File: config.mk
export PLATFORM = sky130hd
export DESIGN_NAME = stm32_uart_rx
export DESIGN_NICKNAME = d
export VERILOG_FILES = /design/src/rtl/stm32_uart_rx.sv
export SDC_FILE = /design/constraint.sdc
export NUM_CORES = 1
export LEC_CHECK = 0
export ABC_CLOCK_PERIOD_IN_PS = 6950
export BUFFER_PORTS_ARGS = -buffer_cell sky130_fd_sc_hd__buf_4
export CAP_MARGIN = 20
export CELL_PAD_IN_SITES_DETAIL_PLACEMENT = 1
export CELL_PAD_IN_SITES_GLOBAL_PLACEMENT = 2
export CORE_MARGIN = 1.5
export CORE_UTILIZATION = 45
export DETAILED_ROUTE_END_ITERATION = 8
export GPL_TIMING_DRIVEN = 1
export PLACE_DENSITY_LB_ADDON = 0.1
export SLEW_MARGIN = 0
export SYNTH_ARGS = -nofsm -noshare
export SYNTH_HDL_FRONTEND = slang
export SYNTH_SLANG_ARGS = --single-unit
File: constraint.sdc
create_clock -name clk_sys -period 6.95 [get_ports clk_sys]
set_input_delay 1.39 -clock clk_sys [delete_from_list [all_inputs] [get_ports clk_sys]]
set_output_delay 1.39 -clock clk_sys [all_outputs]
set_load 0.01 [all_outputs]
File: src/rtl/stm32_uart_rx.sv
// ---------------------------------------------------------------------------
// stm32_uart_rx
//   Receive side of the core <-> STM32 bootloader UART link (8E1 or 8N1, LSB
//   first). The serial input is synchronised and majority filtered. Framing
//   and parity are checked, and good bytes are queued in a small
//   first-word-fall-through FIFO. An armed response detector classifies the
//   next good byte as ACK (0x79), NACK (0x1F) or other. If no good byte
//   arrives in time, it signals a timeout instead.
//
// Ports
//   clk_sys      in   system clock
//   reset        in   asynchronous, active-high reset
//   uart_rxd     in   serial line from STM32 TX (idle high, asynchronous)
//   rx_data      out  FIFO head byte (0 while rx_valid=0)
//   rx_valid     out  FIFO not empty
//   rx_ready     in   consumer pop
//   resp_arm     in   start/restart a response wait (1-cycle pulse)
//   resp_busy    out  response wait armed
//   ack_pulse    out  first good byte after arm was 0x79
//   nack_pulse   out  first good byte after arm was 0x1F
//   resp_bad     out  first good byte after arm was some other value
//   resp_timeout out  no good byte within TIMEOUT_CYCLES
//   parity_err   out  sticky parity failure
//   frame_err    out  sticky framing failure (stop bit low)
//   overrun      out  sticky, good byte dropped on a full FIFO
//   err_clr      in   clears the sticky flags (a same-cycle set wins)
//   dbg_state    out  receiver FSM state
//
// Handshake: rx_valid/rx_ready follow strict valid/ready semantics. A byte
// leaves the FIFO on every cycle where both are high. rx_data is stable while
// rx_valid=1 and rx_ready=0. rx_valid never depends on rx_ready.
// ---------------------------------------------------------------------------
module stm32_uart_rx #(
    parameter int CLKS_PER_BIT   = 434,
    parameter int PARITY_EN      = 1,
    parameter int FIFO_DEPTH     = 4,
    parameter int TIMEOUT_CYCLES = 50000000
) (
    input  logic       clk_sys,
    input  logic       reset,
    input  logic       uart_rxd,
    output logic [7:0] rx_data,
    output logic       rx_valid,
    input  logic       rx_ready,
    input  logic       resp_arm,
    output logic       resp_busy,
    output logic       ack_pulse,
    output logic       nack_pulse,
    output logic       resp_bad,
    output logic       resp_timeout,
    output logic       parity_err,
    output logic       frame_err,
    output logic       overrun,
    input  logic       err_clr,
    output logic [2:0] dbg_state
);

    localparam int TW = $clog2(CLKS_PER_BIT);
    localparam int AW = $clog2(FIFO_DEPTH);
    localparam int KW = $clog2(TIMEOUT_CYCLES + 1);

    localparam logic [TW-1:0] HALF_M1  = TW'(CLKS_PER_BIT / 2 - 1);
    localparam logic [TW-1:0] FULL_M1  = TW'(CLKS_PER_BIT - 1);
    localparam logic [KW-1:0] TO_M1    = KW'(TIMEOUT_CYCLES - 1);
    localparam logic [AW:0]   DEPTH_C  = (AW+1)'(FIFO_DEPTH);

    localparam logic [2:0] ST_IDLE      = 3'd0;
    localparam logic [2:0] ST_START     = 3'd1;
    localparam logic [2:0] ST_DATA      = 3'd2;
    localparam logic [2:0] ST_PARITY    = 3'd3;
    localparam logic [2:0] ST_STOP      = 3'd4;
    localparam logic [2:0] ST_WAIT_IDLE = 3'd5;

    // ---------------- state ----------------
    logic          sync1_q, sync1_d;
    logic          sync2_q, sync2_d;
    logic [2:0]    hist_q, hist_d;
    logic          s_prev_q, s_prev_d;
    logic [2:0]    state_q, state_d;
    logic [TW-1:0] timer_q, timer_d;
    logic [2:0]    bit_cnt_q, bit_cnt_d;
    logic [7:0]    shift_q, shift_d;
    logic          par_ok_q, par_ok_d;
    logic [AW-1:0] wr_ptr_q, wr_ptr_d;
    logic [AW-1:0] rd_ptr_q, rd_ptr_d;
    logic [AW:0]   count_q, count_d;
    logic [7:0]    mem_q [FIFO_DEPTH];
    logic          parity_err_q, parity_err_d;
    logic          frame_err_q, frame_err_d;
    logic          overrun_q, overrun_d;
    logic          busy_q, busy_d;
    logic [KW-1:0] tcnt_q, tcnt_d;
    logic          ack_q, ack_d;
    logic          nack_q, nack_d;
    logic          bad_q, bad_d;
    logic          tout_q, tout_d;

    // ---------------- combinational helpers ----------------
    logic s;
    logic bit_done;
    logic byte_good;
    logic set_perr;
    logic set_ferr;
    logic fifo_full;
    logic push;
    logic pop;

    // The filtered line level is the majority of the last three synchronised samples.
    assign s = (hist_q[0] & hist_q[1]) | (hist_q[0] & hist_q[2]) | (hist_q[1] & hist_q[2]);
    assign bit_done = (timer_q == FULL_M1);

    always_comb begin
        sync1_d  = uart_rxd;
        sync2_d  = sync1_q;
        hist_d   = {hist_q[1:0], sync2_q};
        s_prev_d = s;
    end

    // Receiver FSM
    always_comb begin
        state_d   = state_q;
        timer_d   = timer_q;
        bit_cnt_d = bit_cnt_q;
        shift_d   = shift_q;
        par_ok_d  = par_ok_q;
        byte_good = 1'b0;
        set_perr  = 1'b0;
        set_ferr  = 1'b0;
        case (state_q)
            ST_IDLE: begin
                if (s_prev_q && !s) begin
                    state_d = ST_START;
                    timer_d = '0;
                end
            end
            ST_START: begin
                if (timer_q == HALF_M1) begin
                    // Re-check at mid start bit. A short glitch returns to IDLE silently.
                    timer_d   = '0;
                    bit_cnt_d = 3'd0;
                    state_d   = s ? ST_IDLE : ST_DATA;
                end else begin
                    timer_d = timer_q + TW'(1);
                end
            end
            ST_DATA: begin
                if (bit_done) begin
                    timer_d   = '0;
                    shift_d   = {s, shift_q[7:1]};
                    bit_cnt_d = bit_cnt_q + 3'd1;
                    if (bit_cnt_q == 3'd7) begin
                        par_ok_d = 1'b1;
                        state_d  = (PARITY_EN != 0) ? ST_PARITY : ST_STOP;
                    end
                end else begin
                    timer_d = timer_q + TW'(1);
                end
            end
            ST_PARITY: begin
                if (bit_done) begin
                    timer_d  = '0;
                    par_ok_d = ~((^shift_q) ^ s);
                    state_d  = ST_STOP;
                end else begin
                    timer_d = timer_q + TW'(1);
                end
            end
            ST_STOP: begin
                if (bit_done) begin
                    timer_d = '0;
                    // Framing is checked first, so one frame never raises both errors.
                    if (!s) begin
                        set_ferr = 1'b1;
                        state_d  = ST_WAIT_IDLE;
                    end else if (!par_ok_q) begin
                        set_perr = 1'b1;
                        state_d  = ST_IDLE;
                    end else begin
                        byte_good = 1'b1;
                        state_d   = ST_IDLE;
                    end
                end else begin
                    timer_d = timer_q + TW'(1);
                end
            end
            ST_WAIT_IDLE: begin
                // Stay here through a break until the line returns high.
                if (s) state_d = ST_IDLE;
            end
            default: state_d = ST_IDLE;
        endcase
    end

    // FIFO and sticky error flags
    always_comb begin
        fifo_full = (count_q == DEPTH_C);
        pop       = rx_valid && rx_ready;
        // When the FIFO is full, a push in the same cycle as a pop still fits.
        push      = byte_good && (!fifo_full || pop);
        wr_ptr_d  = push ? wr_ptr_q + AW'(1) : wr_ptr_q;
        rd_ptr_d  = pop  ? rd_ptr_q + AW'(1) : rd_ptr_q;
        count_d   = count_q + (AW+1)'(push) - (AW+1)'(pop);

        parity_err_d = set_perr | (parity_err_q & ~err_clr);
        frame_err_d  = set_ferr | (frame_err_q & ~err_clr);
        overrun_d    = (byte_good & fifo_full & ~pop) | (overrun_q & ~err_clr);
    end

    // Response detector
    always_comb begin
        busy_d = busy_q;
        tcnt_d = tcnt_q;
        ack_d  = 1'b0;
        nack_d = 1'b0;
        bad_d  = 1'b0;
        tout_d = 1'b0;
        if (resp_arm) begin
            // Arming takes priority over a same-cycle byte or timeout.
            busy_d = 1'b1;
            tcnt_d = '0;
        end else if (busy_q) begin
            if (byte_good) begin
                // A good byte is classified even if the full FIFO drops it.
                busy_d = 1'b0;
                ack_d  = (shift_q == 8'h79);
                nack_d = (shift_q == 8'h1F);
                bad_d  = (shift_q != 8'h79) && (shift_q != 8'h1F);
            end else if (tcnt_q == TO_M1) begin
                busy_d = 1'b0;
                tout_d = 1'b1;
            end else begin
                tcnt_d = tcnt_q + KW'(1);
            end
        end
    end

    // ---------------- registers ----------------
    always_ff @(posedge clk_sys or posedge reset) begin
        if (reset) begin
            sync1_q      <= 1'b1;
            sync2_q      <= 1'b1;
            hist_q       <= 3'b111;
            s_prev_q     <= 1'b1;
            state_q      <= ST_IDLE;
            timer_q      <= '0;
            bit_cnt_q    <= 3'd0;
            shift_q      <= 8'h00;
            par_ok_q     <= 1'b0;
            wr_ptr_q     <= '0;
            rd_ptr_q     <= '0;
            count_q      <= '0;
            parity_err_q <= 1'b0;
            frame_err_q  <= 1'b0;
            overrun_q    <= 1'b0;
            busy_q       <= 1'b0;
            tcnt_q       <= '0;
            ack_q        <= 1'b0;
            nack_q       <= 1'b0;
            bad_q        <= 1'b0;
            tout_q       <= 1'b0;
        end else begin
            sync1_q      <= sync1_d;
            sync2_q      <= sync2_d;
            hist_q       <= hist_d;
            s_prev_q     <= s_prev_d;
            state_q      <= state_d;
            timer_q      <= timer_d;
            bit_cnt_q    <= bit_cnt_d;
            shift_q      <= shift_d;
            par_ok_q     <= par_ok_d;
            wr_ptr_q     <= wr_ptr_d;
            rd_ptr_q     <= rd_ptr_d;
            count_q      <= count_d;
            parity_err_q <= parity_err_d;
            frame_err_q  <= frame_err_d;
            overrun_q    <= overrun_d;
            busy_q       <= busy_d;
            tcnt_q       <= tcnt_d;
            ack_q        <= ack_d;
            nack_q       <= nack_d;
            bad_q        <= bad_d;
            tout_q       <= tout_d;
        end
    end

    // FIFO storage has no reset; the pointers and count define what is valid.
    always_ff @(posedge clk_sys) begin
        if (push) mem_q[wr_ptr_q] <= shift_q;
    end

    // ---------------- outputs ----------------
    assign rx_valid     = (count_q != '0);
    assign rx_data      = rx_valid ? mem_q[rd_ptr_q] : 8'h00;
    assign resp_busy    = busy_q;
    assign ack_pulse    = ack_q;
    assign nack_pulse   = nack_q;
    assign resp_bad     = bad_q;
    assign resp_timeout = tout_q;
    assign parity_err   = parity_err_q;
    assign frame_err    = frame_err_q;
    assign overrun      = overrun_q;
    assign dbg_state    = state_q;

endmodule
==> results_dict.tcl <==
set metrics [dict create \
    outcome "complete, no violations" \
    clock_skew_ns 0.0120 \
    postCtsSetupRepairBufs 0 \
    antennaDiodeCount 0 \
    worstSetupEndpointType "output port" \
    finalCriticalPeriod_ns 3.40 \
    syn_inst 427 \
    path_cells "mux4_2 > and2_1 > buf_4" \
    multi_input_area_sq_mm 0.00206 \
    num_rows 38 \
    layout.nets 472 \
    final.setup.tns_ns 0 \
    detail_route.iter0.violations 130 \
    synth_area_leaders "dfrtp_1, edfxtp_1, ha_1, mux4_2, dfstp_2" \
    syn2layout_area_growth_pct 9.42 \
    seq_area_sq_mm 0.00275 \
    slew_headroom_pct 36.9 \
    dp_hpwl_um 7350 \
    synthFlopType "dfrtp_1" \
    grt-ovfl-total 0 \
    worstSkewPairLatency_ns 0.37 \
    cts_root_buf "clkbuf_8" \
    fmax_mhz 294 \
    yosysTopAreaCell "dfrtp_1" \
    grt_max_degree 72 \
    core_sq_mm 0.0108 \
    drt_first_pass_iters 4 \
    worst_ep_required_time_ns 5.56 \
    met1_usage_pct 27.8 \
    synth_area_sq_mm 0.00501 \
    cp-start-kind "flop" \
    cts_resized 0 \
    power_density_mw_per_mm2 228 \
    dieWidth_um 108 \
    io_pins 26 \
    die_y_um 108 \
    grt_util_met3_pct 3.19 \
    place_ws_ns 3.54 \
    final_antenna_net_count 0 \
    busiest_layer "met2" \
    cts_hold_buf 0 \
    tightest_slew_ns 0.946 \
    die-area_sq_mm 0.0118 \
    antenna_found_initial 0 \
    layout-drive-gt1-share_pct 16.9 \
    synth_seq_cells 103 \
    initial_utilization_pct 46.2 \
    critPathKind "reg2out" \
    routabilityCongestion 0.711 \
    cts_sinks 103 \
    arrival_ns 2.01 \
    clock_tree.buffer_depth 2 \
    route.vias.total 3364 \
    path_max_fanout 10 \
    grt_usage_pct 19.8 \
    place_area_sq_mm 0.00526 \
    async_flop_share_pct 68.9 \
    hp-class "reg2reg" \
    ys.warnings.count 0 \
    yosys.cell_types.count 64 \
    grt_pass1_vias 3487 \
    hold_viol 0 \
    route.detailed.drc 0 \
    cp_slowest_cell "dfrtp_1" \
    syn_nets 454 \
    p_leak_uw 0.00230 \
    met2_usage_pct 31.1 \
    cpPeakStageDelay_ns 0.73 \
    cts_tree "done" \
    path_clk_slew_ns 0.10 \
    finalWorstSetupSlack_ns 3.55 \
    peakVddDrop_mv 0.115 \
    setup_viol 0 \
    syn_avg_cell_area_sq_um 11.7 \
    grt_pass1_wl_um 17800 \
    cts_made_buffers 9 \
    wire_per_inst_um 17.9 \
    port_buffers 25 \
    period_share_pct 49.0 \
    cap_violations 0 \
    ys_seq_area_share_pct 54.8 \
    totalWireLength_um 10500 \
    fillCellCount 1182 \
    viasPerCell 5.70 \
    fin_area_sq_mm 0.00548 \
    htree_levels 3 \
    synth_top_area_share_pct 32.5 \
    slew_violations 0 \
    synth_edf_count 32 \
    rsz0062_at_grt "false" \
]
## path summary, 6_finish.rpt
kind / from / end / slack, ns / cells past startpoint
setup / recovery: rd_ptr_q[0] / rx_data[4] / 3.55 / 3
hold / removal: sync2_q / hist_q[0] / 0.36 / 0
setup reg to reg: timer_q[1] / count_q[2] / 3.79 / 12
hold reg to reg: sync2_q / hist_q[0] / 0.36 / 0
max in group asynchronous: reset / tcnt_q[11] / 5.04 / 3
min in group asynchronous: reset / tcnt_q[7] / 1.29 / 3
## layout by cell type, fill, tap and decap left out, drive strengths merged, types with 8 or more instances in the layout
| cell type | instances |
|---|---|
| dfrtp | 65 |
| edfxtp | 32 |
| o21ai | 32 |
| a21oi | 30 |
| buf | 27 |
| nand2 | 25 |
| inv | 25 |
| ha | 20 |
| or3 | 18 |
| nor2 | 17 |
| and2 | 16 |
| nand3 | 13 |
| nand4 | 12 |
| clkbuf | 9 |
| mux4 | 8 |
## power breakdown
| part | switching [uW] | leakage [uW] | internal [uW] |
|---|---|---|---|
| Combinational | 75.3 | 0.000875 | 72.1 |
| Sequential | 51.2 | 0.00132 | 651 |
| Clock | 223 | 0.000105 | 175 |
| Total | 349 | 0.00230 | 898 |
## per-layer routing
| metal | up-vias | share of wire, % |
|---|---|---|
| li1 | 1599 | - |
| met1 | 1722 | 49 |
| met2 | 33 | 47 |
| met3 | 10 | 2.0 |
| met4 | 0 | 1.4 |
| met5 | - | 0 |
## logic make-up (layout without fill, tap and decap cells)
kind of cell	Yosys count	after routing	share of synthesized area, %
flip-flops	103	103	54.8
AO/OA/AOI/OAI	90	90	11.1
adder cells (fa/ha/maj)	22	22	5.60
XOR/XNOR	12	12	2.10
AND/OR/NAND/NOR	143	143	17.0
buffers and inverters	42	65	4.10
multiplexers	15	15	5.30
## worst max-delay path, delay by kind of cell (launching register included)
kind / cells / cell delay [ns]
buffers and inverters: 1 / 0.14
muxes: 1 / 0.60
and+or+nand+nor: 1 / 0.17
DFF: 1 / 0.73
## through the flow
stage          cells  utilization, %  total power, uW  hold WS, ns
6_report         590            50.5             1250        0.363
2_1_floorplan    427               -              823        0.345
3_3_place_gp     573            48.5              861        0.349
3_5_place_dp     573            48.5              870        0.348
5_1_grt          590            50.5             1320        0.367
4_1_cts          589            50.4             1270        0.364
## synthesized netlist by cell type, types with 10 or more instances
library cell and instances:
nand3_1 13, nand2_1 25, a21oi_1 30, buf_2 10, and2_1 16, inv_1 22
or3_1 17, nand4_1 11, nor2_1 15, o21ai_0 31, ha_1 20, edfxtp_1 32
dfrtp_1 65
## final cells by class
class	count	share of cell area, %
clock inverter	7	1.62
sequential	103	50.1
tap	140	3.20
clock buffer	9	2.26
multi-input combinational	282	37.5
timing repair buffer	27	3.77
inverter	22	1.51
## sequential cells by signal, summed over array words and instances (netlist names), 2 cells and up
signal and flops:
count_q 3, dbg_state 3, mem_q 32, rd_ptr_q 2, tcnt_q 26, shift_q 8, hist_q 3, bit_cnt_q 3
timer_q 9, wr_ptr_q 2
No activity file was read; power rests on OpenSTA's default activity.
